**src/rtl/pipeline_hazard_controller_pkg.sv**
```systemverilog
// Shared types for the pipeline hazard controller: sequencer states,
// per-stage stall/flush pair, register address type and the x0 constant.
package pipeline_hazard_controller_pkg;

  // Architectural register address (x0..x31).
  typedef logic [4:0] reg_addr_t;

  // Register x0 is hard-wired to zero and can never create a dependency.
  localparam reg_addr_t ZERO_REG = 5'd0;

  // Multi-cycle sequencer states. RUN encodes as 0 so a cleared state bus reads RUN.
  typedef enum logic [1:0] {
    RUN   = 2'd0,
    MULTI = 2'd1,
    MDONE = 2'd2
  } hazard_ctrl_state_e;

  // Per-stage control: stall holds the pipe register, flush emits a bubble.
  typedef struct packed {
    logic stall;
    logic flush;
  } stage_ctrl_t;

  // True when a decode source operand is read and names the execute destination.
  function automatic logic src_hit(input logic used, input reg_addr_t src, input reg_addr_t rd);
    return used && (src == rd);
  endfunction

endpackage

```
**src/rtl/pipeline_hazard_controller_if.sv**
```systemverilog
// Bundle of pipeline status inputs and stage control outputs between the
// datapath (master) and the hazard controller (slave). The state field is a
// debug view of the multi-cycle sequencer.
//
// Handshake: purely level-based, no valid/ready pairing. mem_req qualifies
// mem_ready; an access completes in a cycle where both are high, and while
// mem_req is high with mem_ready low the whole pipeline is frozen.
interface pipeline_hazard_controller_if;
  import pipeline_hazard_controller_pkg::*;

  logic               dec_valid;
  reg_addr_t          dec_rs1_addr;
  reg_addr_t          dec_rs2_addr;
  logic               dec_use_rs1;
  logic               dec_use_rs2;
  logic               ex_valid;
  reg_addr_t          ex_rd_addr;
  logic               ex_is_load;
  logic               ex_multi_start;
  logic               ex_mispredict;
  logic               mem_req;
  logic               mem_ready;

  logic               fetch_stall;
  logic               fetch_flush;
  logic               dec_stall;
  logic               dec_flush;
  logic               ex_stall;
  logic               ex_flush;
  logic               mem_stall;
  logic               mem_flush;
  logic               multi_busy;
  logic               multi_done;
  hazard_ctrl_state_e state;

  modport master (
    output dec_valid, dec_rs1_addr, dec_rs2_addr, dec_use_rs1, dec_use_rs2,
    output ex_valid, ex_rd_addr, ex_is_load, ex_multi_start, ex_mispredict,
    output mem_req, mem_ready,
    input  fetch_stall, fetch_flush, dec_stall, dec_flush,
    input  ex_stall, ex_flush, mem_stall, mem_flush,
    input  multi_busy, multi_done, state
  );

  modport slave (
    input  dec_valid, dec_rs1_addr, dec_rs2_addr, dec_use_rs1, dec_use_rs2,
    input  ex_valid, ex_rd_addr, ex_is_load, ex_multi_start, ex_mispredict,
    input  mem_req, mem_ready,
    output fetch_stall, fetch_flush, dec_stall, dec_flush,
    output ex_stall, ex_flush, mem_stall, mem_flush,
    output multi_busy, multi_done, state
  );

endinterface

```
**src/rtl/pipeline_hazard_controller_multicycle_sequencer.sv**
```systemverilog
// Multi-cycle execute sequencer: RUN/MULTI/MDONE FSM plus a down-counter.
// A start accepted in RUN stalls for MC_LATENCY cycles in total (start cycle
// plus MC_LATENCY-1 MULTI cycles), then spends one MDONE cycle advancing.
// The unit counts freely through memory waits; MDONE is held while memory waits.
module pipeline_hazard_controller_multicycle_sequencer
  import pipeline_hazard_controller_pkg::*;
#(
  parameter int MC_LATENCY = 4,
  parameter int CNT_W      = 4
) (
  input  logic               clk,
  input  logic               rst,
  input  logic               start,
  input  logic               memwait,
  output logic               busy,
  output logic               done,
  output logic               stall_req,
  output hazard_ctrl_state_e state
);

  hazard_ctrl_state_e state_q, state_d;
  logic [CNT_W-1:0]   cnt_q, cnt_d;

  // State and counter register; active-low synchronous reset abandons any op.
  always_ff @(posedge clk) begin
    if (!rst) begin
      state_q <= RUN;
      cnt_q   <= '0;
    end else begin
      state_q <= state_d;
      cnt_q   <= cnt_d;
    end
  end

  // Next state and counter value.
  always_comb begin
    state_d = state_q;
    cnt_d   = cnt_q;
    case (state_q)
      RUN: begin
        // A memory wait freezes execute, so the op is not launched until it clears.
        if (start && !memwait) begin
          cnt_d   = CNT_W'(MC_LATENCY - 1);
          state_d = (MC_LATENCY == 1) ? MDONE : MULTI;
        end
      end
      MULTI: begin
        cnt_d = cnt_q - CNT_W'(1);
        if (cnt_q == CNT_W'(1)) state_d = MDONE;
      end
      MDONE: begin
        if (!memwait) state_d = RUN;
      end
      default: state_d = RUN;
    endcase
  end

  // Outputs are forced low while reset is asserted.
  always_comb begin
    busy      = 1'b0;
    done      = 1'b0;
    stall_req = 1'b0;
    state     = RUN;
    if (rst) begin
      busy      = (state_q == MULTI);
      done      = (state_q == MDONE);
      stall_req = ((state_q == RUN) && start) || (state_q == MULTI);
      state     = state_q;
    end
  end

endmodule

```
**src/rtl/pipeline_hazard_controller.sv**
```systemverilog
// Pipeline hazard controller: priority mux producing per-stage stall/flush
// for memory waits, multi-cycle execute ops, mispredicts and load-use hazards.
// Optional build macro PIPELINE_PERF_COUNTER_EN adds stall-cycle and
// flush-event counters as extra outputs.
module pipeline_hazard_controller
  import pipeline_hazard_controller_pkg::*;
#(
  parameter int MC_LATENCY = 4,
  parameter int CNT_W      = 4
) (
  input  logic                         clk,
  input  logic                         rst,
  pipeline_hazard_controller_if.slave  hz
`ifdef PIPELINE_PERF_COUNTER_EN
  ,
  output logic [31:0]                  perf_stall_cycles,
  output logic [31:0]                  perf_flush_events
`endif
);

  logic        memwait;
  logic        multi_start;
  logic        mispredict;
  logic        load_use;
  logic        seq_stall_req;
  logic        p3_win;
  stage_ctrl_t fetch_c, dec_c, ex_c, mem_c;

  assign memwait     = hz.mem_req & ~hz.mem_ready;
  assign multi_start = hz.ex_valid & hz.ex_multi_start;
  assign mispredict  = hz.ex_valid & hz.ex_mispredict;
  assign load_use    = hz.dec_valid & hz.ex_valid & hz.ex_is_load &
                       (hz.ex_rd_addr != ZERO_REG) &
                       (src_hit(hz.dec_use_rs1, hz.dec_rs1_addr, hz.ex_rd_addr) |
                        src_hit(hz.dec_use_rs2, hz.dec_rs2_addr, hz.ex_rd_addr));

  pipeline_hazard_controller_multicycle_sequencer #(
    .MC_LATENCY (MC_LATENCY),
    .CNT_W      (CNT_W)
  ) u_seq (
    .clk       (clk),
    .rst       (rst),
    .start     (multi_start),
    .memwait   (memwait),
    .busy      (hz.multi_busy),
    .done      (hz.multi_done),
    .stall_req (seq_stall_req),
    .state     (hz.state)
  );

  // Priority mux: memory wait, then multi-cycle op, then mispredict, then load-use.
  always_comb begin
    fetch_c = '0;
    dec_c   = '0;
    ex_c    = '0;
    mem_c   = '0;
    p3_win  = 1'b0;
    if (!rst) begin
      // everything held low during reset
    end else if (memwait) begin
      // Whole pipe frozen; mem emits a bubble to writeback. Execute-stage
      // requests are re-presented next cycle by the held instruction.
      fetch_c.stall = 1'b1;
      dec_c.stall   = 1'b1;
      ex_c.stall    = 1'b1;
      mem_c.stall   = 1'b1;
      mem_c.flush   = 1'b1;
    end else if (seq_stall_req) begin
      fetch_c.stall = 1'b1;
      dec_c.stall   = 1'b1;
      ex_c.stall    = 1'b1;
      ex_c.flush    = 1'b1;
    end else if (mispredict) begin
      // Squash the two younger instructions; any load-use match dies with them.
      fetch_c.flush = 1'b1;
      dec_c.flush   = 1'b1;
      p3_win        = 1'b1;
    end else if (load_use) begin
      fetch_c.stall = 1'b1;
      dec_c.stall   = 1'b1;
      dec_c.flush   = 1'b1;
    end
  end

  assign hz.fetch_stall = fetch_c.stall;
  assign hz.fetch_flush = fetch_c.flush;
  assign hz.dec_stall   = dec_c.stall;
  assign hz.dec_flush   = dec_c.flush;
  assign hz.ex_stall    = ex_c.stall;
  assign hz.ex_flush    = ex_c.flush;
  assign hz.mem_stall   = mem_c.stall;
  assign hz.mem_flush   = mem_c.flush;

`ifdef PIPELINE_PERF_COUNTER_EN
  logic [31:0] stall_cnt_q;
  logic [31:0] flush_cnt_q;

  // Free-running wrap-around counters of stalled cycles and mispredict flushes.
  always_ff @(posedge clk) begin
    if (!rst) begin
      stall_cnt_q <= '0;
      flush_cnt_q <= '0;
    end else begin
      if (fetch_c.stall) stall_cnt_q <= stall_cnt_q + 32'd1;
      if (p3_win)        flush_cnt_q <= flush_cnt_q + 32'd1;
    end
  end

  assign perf_stall_cycles = rst ? stall_cnt_q : 32'd0;
  assign perf_flush_events = rst ? flush_cnt_q : 32'd0;
`endif

endmodule

```
**src/flat_wrapper.sv**
```systemverilog
// flat-port wrapper written by rule: the top's interface ports become plain ports
module pipeline_hazard_controller_flat import pipeline_hazard_controller_pkg::*;
#(
  parameter int MC_LATENCY = 4,
  parameter int CNT_W      = 4
)
  (clk, rst, hz_dec_valid, hz_dec_rs1_addr, hz_dec_rs2_addr, hz_dec_use_rs1, hz_dec_use_rs2, hz_ex_valid, hz_ex_rd_addr, hz_ex_is_load, hz_ex_multi_start, hz_ex_mispredict, hz_mem_req, hz_mem_ready, hz_fetch_stall, hz_fetch_flush, hz_dec_stall, hz_dec_flush, hz_ex_stall, hz_ex_flush, hz_mem_stall, hz_mem_flush, hz_multi_busy, hz_multi_done, hz_state);
  pipeline_hazard_controller_if hz_i ();
  input  logic clk;
  input  logic rst;
  input wire logic [$bits(hz_i.dec_valid)-1:0] hz_dec_valid;
  input wire logic [$bits(hz_i.dec_rs1_addr)-1:0] hz_dec_rs1_addr;
  input wire logic [$bits(hz_i.dec_rs2_addr)-1:0] hz_dec_rs2_addr;
  input wire logic [$bits(hz_i.dec_use_rs1)-1:0] hz_dec_use_rs1;
  input wire logic [$bits(hz_i.dec_use_rs2)-1:0] hz_dec_use_rs2;
  input wire logic [$bits(hz_i.ex_valid)-1:0] hz_ex_valid;
  input wire logic [$bits(hz_i.ex_rd_addr)-1:0] hz_ex_rd_addr;
  input wire logic [$bits(hz_i.ex_is_load)-1:0] hz_ex_is_load;
  input wire logic [$bits(hz_i.ex_multi_start)-1:0] hz_ex_multi_start;
  input wire logic [$bits(hz_i.ex_mispredict)-1:0] hz_ex_mispredict;
  input wire logic [$bits(hz_i.mem_req)-1:0] hz_mem_req;
  input wire logic [$bits(hz_i.mem_ready)-1:0] hz_mem_ready;
  output wire logic [$bits(hz_i.fetch_stall)-1:0] hz_fetch_stall;
  output wire logic [$bits(hz_i.fetch_flush)-1:0] hz_fetch_flush;
  output wire logic [$bits(hz_i.dec_stall)-1:0] hz_dec_stall;
  output wire logic [$bits(hz_i.dec_flush)-1:0] hz_dec_flush;
  output wire logic [$bits(hz_i.ex_stall)-1:0] hz_ex_stall;
  output wire logic [$bits(hz_i.ex_flush)-1:0] hz_ex_flush;
  output wire logic [$bits(hz_i.mem_stall)-1:0] hz_mem_stall;
  output wire logic [$bits(hz_i.mem_flush)-1:0] hz_mem_flush;
  output wire logic [$bits(hz_i.multi_busy)-1:0] hz_multi_busy;
  output wire logic [$bits(hz_i.multi_done)-1:0] hz_multi_done;
  output wire logic [$bits(hz_i.state)-1:0] hz_state;
  assign hz_i.dec_valid = hz_dec_valid;
  assign hz_i.dec_rs1_addr = hz_dec_rs1_addr;
  assign hz_i.dec_rs2_addr = hz_dec_rs2_addr;
  assign hz_i.dec_use_rs1 = hz_dec_use_rs1;
  assign hz_i.dec_use_rs2 = hz_dec_use_rs2;
  assign hz_i.ex_valid = hz_ex_valid;
  assign hz_i.ex_rd_addr = hz_ex_rd_addr;
  assign hz_i.ex_is_load = hz_ex_is_load;
  assign hz_i.ex_multi_start = hz_ex_multi_start;
  assign hz_i.ex_mispredict = hz_ex_mispredict;
  assign hz_i.mem_req = hz_mem_req;
  assign hz_i.mem_ready = hz_mem_ready;
  assign hz_fetch_stall = hz_i.fetch_stall;
  assign hz_fetch_flush = hz_i.fetch_flush;
  assign hz_dec_stall = hz_i.dec_stall;
  assign hz_dec_flush = hz_i.dec_flush;
  assign hz_ex_stall = hz_i.ex_stall;
  assign hz_ex_flush = hz_i.ex_flush;
  assign hz_mem_stall = hz_i.mem_stall;
  assign hz_mem_flush = hz_i.mem_flush;
  assign hz_multi_busy = hz_i.multi_busy;
  assign hz_multi_done = hz_i.multi_done;
  assign hz_state = hz_i.state;
  pipeline_hazard_controller #(.MC_LATENCY(MC_LATENCY), .CNT_W(CNT_W)) u_core (.clk(clk), .rst(rst), .hz(hz_i));
endmodule
```
**config.mk**
```make
export PLATFORM = sky130hd
export DESIGN_NAME = pipeline_hazard_controller_flat
export DESIGN_NICKNAME = d
export VERILOG_FILES = /design/src/rtl/pipeline_hazard_controller_pkg.sv /design/src/rtl/pipeline_hazard_controller_if.sv /design/src/rtl/pipeline_hazard_controller_multicycle_sequencer.sv /design/src/rtl/pipeline_hazard_controller.sv /design/src/flat_wrapper.sv
export SDC_FILE = /design/constraint.sdc
export NUM_CORES = 1
export LEC_CHECK = 0
export ABC_AREA = 0
export BUFFER_PORTS_ARGS = -buffer_cell sky130_fd_sc_hd__buf_4
export CAP_MARGIN = 5
export CORE_MARGIN = 8
export CORE_UTILIZATION = 36
export DETAILED_ROUTE_END_ITERATION = 10
export GPL_TIMING_DRIVEN = 0
export PLACE_DENSITY = 0.73
export RECOVER_POWER = 100
export SKIP_LAST_GASP = 1
export SYNTH_ARGS = -nofsm -noshare
export SYNTH_HDL_FRONTEND = slang
export SYNTH_SLANG_ARGS = --single-unit
```
**constraint.sdc**
```tcl
create_clock -name clk -period 1.4 [get_ports clk]
set_clock_uncertainty 0.1 [all_clocks]
set_input_delay 0.28 -clock clk [delete_from_list [all_inputs] [get_ports clk]]
set_output_delay 0.28 -clock clk [all_outputs]
set_load 0.01 [all_outputs]
```
=== After elaboration in Yosys (flattened, before gate mapping) ===
Index checks and enable logic that the tools add are counted.
W data, S select, Z words.

* Eq/ne operators: 8
* Muxes and demuxes: 32
* Bitwise logic cells: 9
* Reduce and logical (&&, ||, !) cells: 11
* Add/subtract/negate cells: 1

{| class="wikitable"
|+ Operators with widths
! kind !! count
|-
| $mux W2 || 11
|-
| $mux W1 || 18
|-
| $eq A5 B5 Y1 || 2
|-
| $pmux W4 S2 || 1
|-
| $and A1 B1 Y1 || 7
|-
| $ne A2 B2 Y1 const B || 3
|-
| $pmux W2 S3 || 1
|-
| $reduce_bool A5 Y1 || 1
|-
| $eq A4 B1 Y1 const B || 1
|-
| $logic_and A1 B1 Y1 || 4
|-
| $mux W4 || 1
|-
| $sub A4 B1 Y4 const B || 1
|-
| $reduce_and A3 Y1 || 1
|-
| $eq A2 B1 Y1 const B || 1
|-
| $eq A2 B2 Y1 const B || 1
|-
| $logic_not A2 Y1 || 1
|-
| $reduce_and A2 Y1 || 1
|-
| $reduce_bool A2 Y1 || 1
|-
| $logic_not A1 Y1 || 1
|-
| $logic_or A1 B1 Y1 || 1
|-
| $not A1 Y1 || 1
|-
| $or A1 B1 Y1 || 1
|}

* Logic and storage cells: 63
* Flip-flop bits (word level): 6
* Input bits: 26

=== Depth between registers and ports, before layout ===
Gate-level depths: netlist of run 1.

* Depth in word-level cells: 9
* Mapped depth: 6

=== Cells and area by module ===
From an unflattened synthesis of run 1, not the netlist that was laid out.

* Cells, all modules: 72
* Area total of the unflattened synthesis: 591.8 um^2

{| class="wikitable"
|+ By module, submodules not included
! module !! instances !! area each (um^2) !! cells each
|-
| pipeline_hazard_controller_multicycle_sequencer || 1 || 359.1 || 41
|-
| pipeline_hazard_controller || 1 || 232.7 || 31
|}

=== Least setup slack after synthesis of run 1 ===
No wires, ideal clock.

* Path kind: register to output
* Start point: reg u_core.u_seq.state_q[0]
* End point: out hz_fetch_stall
* Stages on the path, launching flop included: 7
* Data arrival time: 1.292 ns
* Required time: 1.020 ns
* Path slack: -0.272 ns
* Path through: dfxtp_1 -> buf_6 -> a21oi_2 -> or3b_4 -> nand2_2 -> o21bai_1 -> buf_4

* Longest elaborated chain between the ends: 7
* Elaborated cells between the ends (all ways): 8
* Those cells by class: eq/ne (1); mux (4); reduce/logical (3)

{| class="wikitable"
|+ Ends and longest elaborated chain
! element !! RTL line !! source
|-
| from (decl) || pipeline_hazard_controller_multicycle_sequencer.sv:21 || <nowiki>hazard_ctrl_state_e state_q, state_d;</nowiki>
|-
| from (signal assigned) || pipeline_hazard_controller_multicycle_sequencer.sv:30 || <nowiki>state_q <= state_d;</nowiki>
|-
| $logic_not A2 Y1 || pipeline_hazard_controller_multicycle_sequencer.sv:67 || <nowiki>stall_req = ((state_q == RUN) && start) || (state_q == MULTI);</nowiki>
|-
| $logic_and A1 B1 Y1 || pipeline_hazard_controller_multicycle_sequencer.sv:67 ||
|-
| $logic_or A1 B1 Y1 (*) || pipeline_hazard_controller_multicycle_sequencer.sv:67 ||
|-
| $mux W1 (*) || pipeline_hazard_controller_multicycle_sequencer.sv:64 || <nowiki>if (rst) begin</nowiki>
|-
| $mux W1 (*) || pipeline_hazard_controller.sv:68 || <nowiki>end else if (seq_stall_req) begin</nowiki>
|-
| $mux W1 (*) || pipeline_hazard_controller.sv:60 || <nowiki>end else if (memwait) begin</nowiki>
|-
| $mux W2 (*) || pipeline_hazard_controller.sv:58 || <nowiki>if (!rst) begin</nowiki>
|-
| to (decl) || flat_wrapper.sv:23 || <nowiki>output wire logic [$bits(hz_i.fetch_stall)-1:0] hz_fetch_stall;</nowiki>
|}

Every way passes the cells marked *; elsewhere a longest branch is shown, timed or not.

=== Worst setup path after layout of run 1 ===
* Start point: in hz_ex_rd_addr[1]
* End point: out hz_fetch_stall

* Longest elaborated chain between the ends: 9
* Elaborated cells between the ends (all ways): 13
* Those cells by class: eq/ne (2); mux (5); bitwise (3); reduce/logical (3)

{| class="wikitable"
|+ Ends and longest elaborated chain
! element !! RTL line !! source
|-
| from (decl) || flat_wrapper.sv:17 || <nowiki>input wire logic [$bits(hz_i.ex_rd_addr)-1:0] hz_ex_rd_addr;</nowiki>
|-
| $eq A5 B5 Y1 || pipeline_hazard_controller_pkg.sv:26 || <nowiki>return used && (src == rd);</nowiki>
|-
| $logic_and A1 B1 Y1 || pipeline_hazard_controller_pkg.sv:26 ||
|-
| $or A1 B1 Y1 || pipeline_hazard_controller.sv:34 || <nowiki>(src_hit(hz.dec_use_rs1, hz.dec_rs1_addr, hz.ex_rd_addr) |</nowiki>
|-
| $and A1 B1 Y1 (*) || pipeline_hazard_controller.sv:33 || <nowiki>(hz.ex_rd_addr != ZERO_REG) &</nowiki>
|-
| $mux W1 (*) || pipeline_hazard_controller.sv:78 || <nowiki>end else if (load_use) begin</nowiki>
|-
| $mux W1 (*) || pipeline_hazard_controller.sv:73 || <nowiki>end else if (mispredict) begin</nowiki>
|-
| $mux W1 (*) || pipeline_hazard_controller.sv:68 ||
|-
| $mux W1 (*) || pipeline_hazard_controller.sv:60 ||
|-
| $mux W2 (*) || pipeline_hazard_controller.sv:58 ||
|}

Marks and branches as above.

==> results.md, run 1 <==
- Status: finished with violations
- Failing checks: negative setup slack
- Part of the power in combinational logic: 45.3%
- Vias: 703
- Global Route met2 Usage: 22.2%
- Worst Setup Start Kind: primary input
- Max-cap violations: 0
- Top Ports: 38
- Clk_lat worst skew: approximately 240 ps
- Initial DRT Pass Iterations: 4
- RR Startpoint: u_core.u_seq.state_q[0]$_SDFFE_PN0P_
- Reg2Reg Depth: 6
- Die W: 56.3 µm
- Critical Path RT: ~1000 ps
- P_int: 0.449 mW
- Flop pwr share: 30.4%
- Critical path class: primary input to output port
- Core area: 0.00151 mm²
- DIE HEIGHT: approximately 56 µm
- Via density: 4.99
- Final core occ: 70.3%
- Mapped cell area: 584 µm²
- CTS max path bufs: 2
- CP endpoint kind: output port
- Share of cells above drive strength 1: 56.0%
- First-pass GRT wire length: 3.11 mm
- P_leak: 0.524 nW
- Worst ir drop on vdd: approximately 600 µV
- Most frequent cells in the layout: buf_4, xor2_1, buf_6
- FMAX: 557 MHz
- Antenna violations before repair: 0
- Total of fill cells in the finished design: roughly 130
- Fin. max-slew vios: 0
- Post-synthesis sequential area ratio: 20.6%
- TritonCTS clock tree: done
- Post-Synthesis Cells: 75
- CP max FO: 3
- Switching pwr: 0.194 mW
- Post-synthesis area per instance: 7.79 µm²
- Post-synth EDFFs: 0
- Syn-to-layout area delta: 81.2%
- Reg-to-reg setup timing slack: -90 ps
- GRT Residual Overflow: 0
- PnR worst setup slack: -396 ps
- Unrepaired setup endpoints after global routing: true
- Detailed-route wire length per cell: 14.2 µm
- GP Congestion: roughly 0.84
- Power density over the cells: 607 mW/mm²
- Placed cells: 128
- Pin count of the biggest net entering global routing: 11
- Detailed placement HPWL: between 1.5 and 2 mm
- Sw Share: between 30% and 40%
- Htree depth: 1
- Area of the die: roughly 0.0032 mm²
- Placement Rows: 14
- CTS clk-pin slew, worst paths: 40 ps
- Remaining antenna violation count: 0
- Root Buffer: clkbuf_4
- Vias in the first global route: just under 700
- Yosys cell types: 35
- Starting Density: about two fifths
- Hold Crit Class: primary input to flop
- Diode count: 0
- Total track usage: 11.8%
- Cell Count, Final, Fillers Out: 141
- Worst setup path endpoint: hz_fetch_stall
- Ys flop type: dfxtp_1
- Crit path launch: hz_ex_rd_addr[1]
- Port bufs: 37
- # DRC: 0
- Final Hold Viols: 0
- WL final: 2.01 mm
- Worst R2R End: u_core.u_seq.cnt_q[1]$_SDFFE_PN0P_
- Global Route met3 Usage: 4.04%
- Slew headroom: 74.3%
- CTS Buf Count: 3
- Final Power: 0.643 mW
- Post-synth ARST share: 0%
- Layout Nets: 155
- Gr busiest metal: met2
- Post-route clock period utilization: 128%
- Synth Register Bits: 6
- Yosys warns: 0
- Commonest non-fill, non-tap cell in the layout: buf_4
- Met1 usage: 11.8%
- Starting DRT DRC Count: 17
- Clk pwr share: 24.3%
- Worst Path Arrival: 1420 ps
- Tmin final: between 1500 and 2000 ps
- DP Worst Slack: -435 ps
- Net Count, Synth: between 100 and 150
- Setup TNS: -2620 ps
- Clock Sinks: 6
- Tightest Pin Transition: 383 ps
- Final setup vio count: 13
per-stage QoR:
stage	area, µm²	hold WS (ps)
after floorplan	606	356
after global placement	903	398
after detailed placement	903	411
after CTS	971	259
after global routing	1060	281
final	1060	265
timing repair:
item | CTS | global route
cloned | 0 | 0
resized for setup | 6 | 11
endpoints found under the setup margin | 9 | 14
setup buffers | 4 | 7
hold buffers | 0 | 0
pin swaps | 3 | 6
critical path, cell delays in order:
cell and delay, ps:
buf_4 120, xor2_1 170, nor4_2 300, a32oi_2 190
o21bai_4 160, buf_6 110, buf_6 90
flip-flops by register name, indices dropped and copies added (netlist names):
name	count
u_core.u_seq.state_q	2
u_core.u_seq.cnt_q	4
how the worst min path moves through the flow:
stage	from	end	slack, ps	cells after the start
3_5_place_dp	u_core.u_seq.cnt_q[3]$_SDFFE_PN0P_	u_core.u_seq.cnt_q[3]$_SDFFE_PN0P_	410	2
2_1_floorplan	hz_mem_req	u_core.u_seq.state_q[1]$_SDFFE_PN0P_	360	2
4_1_cts	hz_mem_req	u_core.u_seq.state_q[1]$_SDFFE_PN0P_	260	3
6_report	hz_mem_req	u_core.u_seq.state_q[1]$_SDFFE_PN0P_	270	3
3_3_place_gp	u_core.u_seq.cnt_q[3]$_SDFFE_PN0P_	u_core.u_seq.cnt_q[3]$_SDFFE_PN0P_	400	2
5_1_grt	hz_mem_req	u_core.u_seq.state_q[1]$_SDFFE_PN0P_	280	3
Yosys cell counts (3+ instances only):
master | instances | area [µm²]
nor2_1 | 7 | 26.3
dfxtp_1 | 6 | 120
inv_1 | 4 | 15.0
nor3_1 | 3 | 15.0
nand3_1 | 3 | 15.0
xor2_1 | 9 | 78.8
nand2_1 | 7 | 26.3
power by group through the flow:
stage,sequential [mW],combinational (mW),clock (mW)
6_report,0.195,0.291,0.156
5_1_grt,0.197,0.316,0.172
4_1_cts,0.194,0.263,0.165
3_5_place_dp,0.197,0.244,0
3_3_place_gp,0.197,0.239,0
2_1_floorplan,0.195,0.133,0
metal layers:
metal	vias up	wire [µm]	share of wire [%]
li1	357	-	-
met1	326	771	38
met2	20	1130	57
met3	0	100	5.0
met4	0	0	0
met5	-	0	0
cell type report:
cell class | instances | area, µm² | share of cell area (%)
repair buffers | 48 | 383 | 36.2
clock buffers | 3 | 22.5 | 2.13
well taps | 16 | 20.0 | 1.89
multi-input cells | 61 | 469 | 44.3
plain buffers | 3 | 26.3 | 2.48
inverters | 4 | 15.0 | 1.42
flip-flops and latches | 6 | 123 | 11.6
logic make-up (layout without fill, tap and decap cells):
logic type      count (synthesis)  count (layout)  synth area share (%)
xor+xnor                       11              11                  16.5
flops                           6               6                  20.6
simple gates                   34              34                  32.8
fa+ha+maj                       2               2                  4.28
compound gates                 14              14                  18.0
buf+inv                         8              58                  7.92
Note: power is estimated with default switching activity, not from simulation.
==> run 2: changes to the inputs <==
--- a/constraint.sdc
+++ b/constraint.sdc
@@ -4,2 +4,2 @@
 set_output_delay 0.28 -clock clk [all_outputs]
-set_load 0.01 [all_outputs]
+set_load 0.005 [all_outputs]
==> run 2 against run 1 <==
Via count fell by 1.3%. Global-route usage fell by 0.68 points. Sequential power barely moved. Flip-flop and latch count did not move. The run still ends with negative setup slack left. Non-clock buffer count fell by 4. Utilization fell by 2.3 points.
==> results.md, run 2 (synthesis gave the netlist of run 1 again) <==
- Status: finished with violations
- Failing checks: negative setup slack
- Die W: approximately 56 µm
- Hold Crit Class: primary input to flop
- Switching pwr: ~0.18 mW
- Worst ir drop on vdd: 614 µV
- Final core occ: 67.9%
- CTS max path bufs: 2
- Area of the die: 0.00317 mm²
- Starting Density: 38.8%
- P_leak: about 0.50 nW
- RR Startpoint: u_core.u_seq.state_q[1]$_SDFFE_PN0P_
- Post-DP Area: 895 µm²
- Core area: 0.00151 mm²
- Share of cells above drive strength 1: between 50 and 60%
- Via density: 5.07
- Hold WS: 252 ps
- Critical Path RT: 1020 ps
- Reg with most FFs: u_core.u_seq.cnt_q
- Commonest non-fill, non-tap cell in the layout: buf_4
- CP max FO: 3
- WL final: 1.97 mm
- Flop pwr share: 31.2%
- Fin. max-slew vios: 0
- Slowest-stage cell, CP: nor4_2
- Placement Rows: 14
- Root Buffer: clkbuf_4
- TritonCTS clock tree: done
- Vias in the first global route: around 660
- Worst Setup Start Kind: primary input
- Top Ports: 38
- Reg2Reg Depth: 6
- Critical path class: primary input to output port
- Htree depth: 1
- GP Congestion: 0.800
- Part of the power in combinational logic: 43.6%
- Tightest Pin Transition: 390 ps
- Total of fill cells in the finished design: approximately 130
- Hold buffer count at CTS: 0
- Worst R2R End: u_core.u_seq.cnt_q[1]$_SDFFE_PN0P_
- # DRC: 0
- Cell Count, Final, Fillers Out: roughly 140
- Post-route clock period utilization: 128%
- Worst Path Arrival: about 1400 ps
- GRT Residual Overflow: 0
- Final Power: 0.619 mW
- Tmin final: 1790 ps
- Clk_lat worst skew: ~240 ps
- Syn-to-layout area delta: 75.2%
- CP endpoint kind: output port
- Slew headroom: 73.8%
- Power density over the cells: 605 mW/mm²
- Crit path largest cell delay: ~350 ps
- P_int: 0.436 mW
- Worst setup path endpoint: hz_fetch_stall
- Detailed-route wire length per cell: 14.3 µm
- Clock Sinks: 6
- DP Worst Slack: -427 ps
- Largest register FFs: 4
- Sw Share: 29.5%
- Unrepaired setup endpoints after global routing: true
- Clk pwr share: roughly 25%
- FMAX: 560 MHz
- Reg-to-reg setup timing slack: 60 ps
- Remaining antenna violation count: 0
- Starting DRT DRC Count: 13
- Layout Nets: 151
- Antenna violations before repair: 0
- Vias: between 600 and 700
- Final setup vio count: 7
- Initial DRT Pass Iterations: 4
- Crit path launch: hz_ex_rd_addr[2]
- Placed cells: 128
- Most common cell on crit path: buf_6
- Final instance area: 0.00102 mm²
- DIE HEIGHT: 56.3 µm
- PnR worst setup slack: -387 ps
- CTS clk-pin slew, worst paths: 40 ps
- First-pass GRT wire length: 2.93 mm
- Total track usage: 11.1%
- Port bufs: 37
- Largest registers: u_core.u_seq.cnt_q: 4 flops, u_core.u_seq.state_q: 2 flops
- Final Hold Viols: 0
- Pin count of the biggest net entering global routing: 11
- Critical path, cell by cell: buf_4, xor2_1, nor4_2, a32oi_2, o21bai_4, buf_6, buf_6
- Detailed placement HPWL: 1.49 mm
- Setup TNS: -2110 ps
- Most frequent cells in the layout: buf_4, nor2_1, xor2_1
- CTS Buf Count: 3
- Diode count: 0
- Max-cap violations: 0
## run 2: changes by cell type in the layout (fill, tap and decap cells not counted), moves of 2 or more
cell     before  now
buf_4        43   40
nand2_2       0    2
nand2_4       2    0
xor2_1        9    7
xor2_2        0    2
## run 2: repair_timing
action	4_1_cts	5_1_grt
resized for setup	6	10
endpoints found under the setup margin	8	14
buffers inserted	4	3
pin swaps	4	8
## run 2: critical path, delay by kind of cell
family | cells | cell delay, ps
xor gates and xnor gates | 1 | 170
and+or+nand+nor | 1 | 350
AOI/OAI and AO/OA | 2 | 300
buffers and inverters | 3 | 320
## run 2: power groups by stage
stage               sequential, mW  clock (mW)  combinational [mW]
finish                       0.193       0.156               0.270
global placement             0.196           0               0.229
detailed placement           0.197           0               0.233
floorplan                    0.195           0               0.123
CTS                          0.194       0.162               0.253
global route                 0.194       0.170               0.296
## run 2: metal layers
layer  GRT usage (%)  wire length (µm)
met2            19.2              1030
met3            4.04               126
met4            4.12                19
met1            11.9               786
met5               0                 0
## run 2: how the worst min path moves through the flow
stage / from / endpoint / slack, ps / depth (start not counted)
6_report: hz_mem_req / u_core.u_seq.state_q[1]$_SDFFE_PN0P_ / 250 / 3
5_1_grt: hz_mem_req / u_core.u_seq.state_q[1]$_SDFFE_PN0P_ / 270 / 3
4_1_cts: hz_mem_req / u_core.u_seq.state_q[1]$_SDFFE_PN0P_ / 250 / 3
3_5_place_dp: u_core.u_seq.cnt_q[3]$_SDFFE_PN0P_ / u_core.u_seq.cnt_q[3]$_SDFFE_PN0P_ / 410 / 2
3_3_place_gp: u_core.u_seq.cnt_q[2]$_SDFFE_PN0P_ / u_core.u_seq.cnt_q[2]$_SDFFE_PN0P_ / 400 / 2
2_1_floorplan: hz_mem_req / u_core.u_seq.state_q[1]$_SDFFE_PN0P_ / 360 / 2
## run 2: final cells by class
class	count	area, µm²	share of cell area (%)
Tap cell	16	20.0	1.96
Buffer	3	23.8	2.32
Timing Repair Buffer	44	349	34.1
Inverter	4	15.0	1.47
Multi-Input combinational cell	61	468	45.7
Clock buffer	3	22.5	2.20
Sequential cell	6	125	12.2
==> run 3: changes to the inputs <==
Settings changed: CORE_UTILIZATION 36 to 41, PLACE_DENSITY 0.73 to 0.78, SYNTH_HIERARCHICAL set to 1.
Clock period 1.4 ns to 1.7 ns, I/O delays scaled along.
==> run 3 against run 2 <==
The flow still finishes with violations (negative setup slack). Combinational power fell by 23%. Critical path type unchanged. Die area fell by 8.0%. Hold slack improved by 5.7 ps. Highest routed layer unchanged. Area after synthesis rose by 1.3%.
==> results.md, run 3 <==
- Clk_lat worst skew: 240 ps
- Area of the die: 0.00291 mm²
- Slew headroom: 66.5%
- Detailed placement HPWL: around 1.5 mm
- Worst hold path depth: 2
- Mapped cell area: 592 µm²
- Setup TNS: -538 ps
- Max-cap violations: 0
- Post-synth EDFFs: 0
- P_int: 0.351 mW
- Switching pwr: 0.148 mW
- Most frequent cells in the layout: buf_4, buf_6, xor2_1
- Worst Path Arrival: 1460 ps
- Remaining antenna violation count: 0
- Commonest cells in the synthesized netlist: xor2_1, dfxtp_1, nor2b_1, nor3_1, nor3b_1
- Pin count of the biggest net entering global routing: 13
- Worst Setup Start Kind: primary input
- Antenna violations before repair: 0
- Ys flop type: dfxtp_1
- Final Power: 0.499 mW
- Top-count cell post-synth: xor2_1
- Commonest non-fill, non-tap cell in the layout: buf_4
- First-pass GRT wire length: 3.15 mm
- CP endpoint kind: output port
- Final instance area: 0.00104 mm²
- GP Congestion: 0.838
- Area of the multi-input gates: 497 µm²
- Syn-to-layout area delta: 75.5%
- Total of fill cells in the finished design: 91
- Clock Sinks: 6
- WL final: between 2 and 2.5 mm
- P_leak: 0.468 nW
- Post-DP Area: 888 µm²
- FMAX: 526 MHz
- Tmin final: between 1500 and 2000 ps
- Critical Path RT: about 1300 ps
- Clk pwr share: 25.9%
- Post-synthesis sequential area ratio: approximately a fifth
- Post-synth ARST share: 0%
- Synth top area cells: dfxtp_1, xor2_1, nor3b_1
- Tightest Pin Transition: 501 ps
- Yosys cell types: 32
- Yosys warns: 6
- Hold WS: 258 ps
- Port bufs: 37
- # DRC: 0
- CTS Buf Count: 3
- CTS max path bufs: 2
- Fin. max-slew vios: 0
- Initial DRT Pass Iterations: 4
- Part of the power in combinational logic: a little over two fifths
- Diode count: 0
- PnR worst setup slack: -203 ps
- Core area: 0.00132 mm²
- DIE HEIGHT: approximately 54 µm
- Top Ports: 38
- Crit path launch: hz_dec_rs1_addr[1]
- Critical path class: primary input to output port
- Die W: 54.0 µm
- Reg-to-reg setup timing slack: 230 ps
- Total track usage: 14.5%
- Net Count, Synth: 100
- Starting Density: 44.9%
- RR Startpoint: u_core/u_seq/state_q[1]$_SDFFE_PN0P_
- FF/Latch Area: 124 µm²
- Htree depth: 1
- Detailed-route wire length per cell: 15.5 µm
- Post-route clock period utilization: 112%
- TritonCTS clock tree: done
- Vias in the first global route: 707
- Status: finished with violations
- Share of cells above drive strength 1: 52.5%
- Power density over the cells: 481 mW/mm²
- CTS clk-pin slew, worst paths: 50 ps
- Layout Nets: 148
- Final setup vio count: 5
- Largest registers: u_core/u_seq/cnt_q: 4 flops, u_core/u_seq/state_q: 2 flops
- GRT Residual Overflow: 0
- Vias: just under 700
- Flop pwr share: 32.4%
- Reg2Reg Depth: 4
- Leading area contributor after synthesis: dfxtp_1
- Placement Rows: 13
- Root Buffer: clkbuf_4
- Synth Register Bits: 6
- Min-Delay Endpoint: u_core/u_seq/cnt_q[2]$_SDFFE_PN0P_
- Reg with most FFs: u_core/u_seq/cnt_q
- Worst R2R End: u_core/u_seq/cnt_q[2]$_SDFFE_PN0P_
- Starting DRT DRC Count: 14
- Post-Synthesis Cells: 72
- Largest register FFs: 4
- Post-synthesis area per instance: 8.22 µm²
- Sw Share: 29.7%
- Worst ir drop on vdd: 472 µV
- Hold Crit Class: primary input to flop
- Share of the synthesized area in the top cell type: 20.3%
- Failing checks: negative setup slack
- Worst hold start: rst
- CP max FO: 2
- Unrepaired setup endpoints after global routing: true
- Via density: 5.20
- Final Hold Viols: 0
==> run 3: how the worst max path moves through the flow <==
stage / endpoint / slack, ps / depth (start not counted)
after floorplan: hz_fetch_stall / 20 / 6
after global placement: hz_dec_flush / -300 / 7
after detailed placement: hz_dec_flush / -310 / 7
after CTS: hz_dec_flush / -200 / 7
after global routing: hz_fetch_stall / -270 / 7
final: hz_fetch_stall / -200 / 7
==> run 3: through the flow <==
| step | std cells | worst slack (ps) | util (%) |
|---|---|---|---|
| 2_1_floorplan | 72 | 24.0 | - |
| 3_3_place_gp | 124 | -302 | 67.4 |
| 3_5_place_dp | 124 | -305 | 67.4 |
| 4_1_cts | 131 | -199 | 77.4 |
| 5_1_grt | 133 | -272 | 78.8 |
| 6_report | 133 | -203 | 78.8 |
==> run 3: kinds of logic (layout without fill, tap and decap cells) <==
group | Yosys count | after routing | synth area share (%)
flops | 6 | 6 | 20.3
buf+inv | 6 | 52 | 5.71
xor+xnor | 10 | 10 | 14.8
fa+ha+maj | 2 | 2 | 4.23
simple gates | 37 | 37 | 41.0
compound gates | 11 | 11 | 14.0
==> run 3: what timing repair did <==
| action | in CTS | in global routing |
|---|---|---|
| endpoints found under the hold margin | 0 | 0 |
| pin swaps | 10 | 6 |
| endpoints found under the setup margin | 6 | 7 |
| setup buffers | 4 | 4 |
| resized for setup | 17 | 6 |
| hold buffers | 0 | 0 |
==> run 3: power groups by stage <==
stage	Combinational (mW)	Clock [mW]	Sequential [mW]
after global placement	0.169	0	0.164
after global routing	0.228	0.140	0.163
after CTS	0.204	0.135	0.162
after detailed placement	0.173	0	0.164
final	0.208	0.129	0.162
after floorplan	0.0869	0	0.162
==> run 3: worst max-delay path, cell delays in order <==
cell	delay (ps)
buf_6	100
xor2_2	170
nor4_2	310
a32oi_2	190
o21bai_4	170
buf_6	110
buf_6	80
==> run 3: metal layers <==
| layer | vias up | global-route usage [%] | wire, µm |
|---|---|---|---|
| met5 | - | 0 | 0 |
| met2 | 25 | 26.4 | 1090 |
| met4 | 0 | 8.61 | 38 |
| li1 | 350 | - | - |
| met3 | 5 | 4.13 | 187 |
| met1 | 312 | 14.1 | 751 |
==> run 3: final cells by class <==
cell class / count / area share (%)
multi-input combinational: 60 / 47.8
timing repair buffer: 44 / 33.0
clock buffer: 3 / 2.17
inverter: 3 / 1.45
buffer: 2 / 1.81
tap: 15 / 1.81
sequential: 6 / 11.9
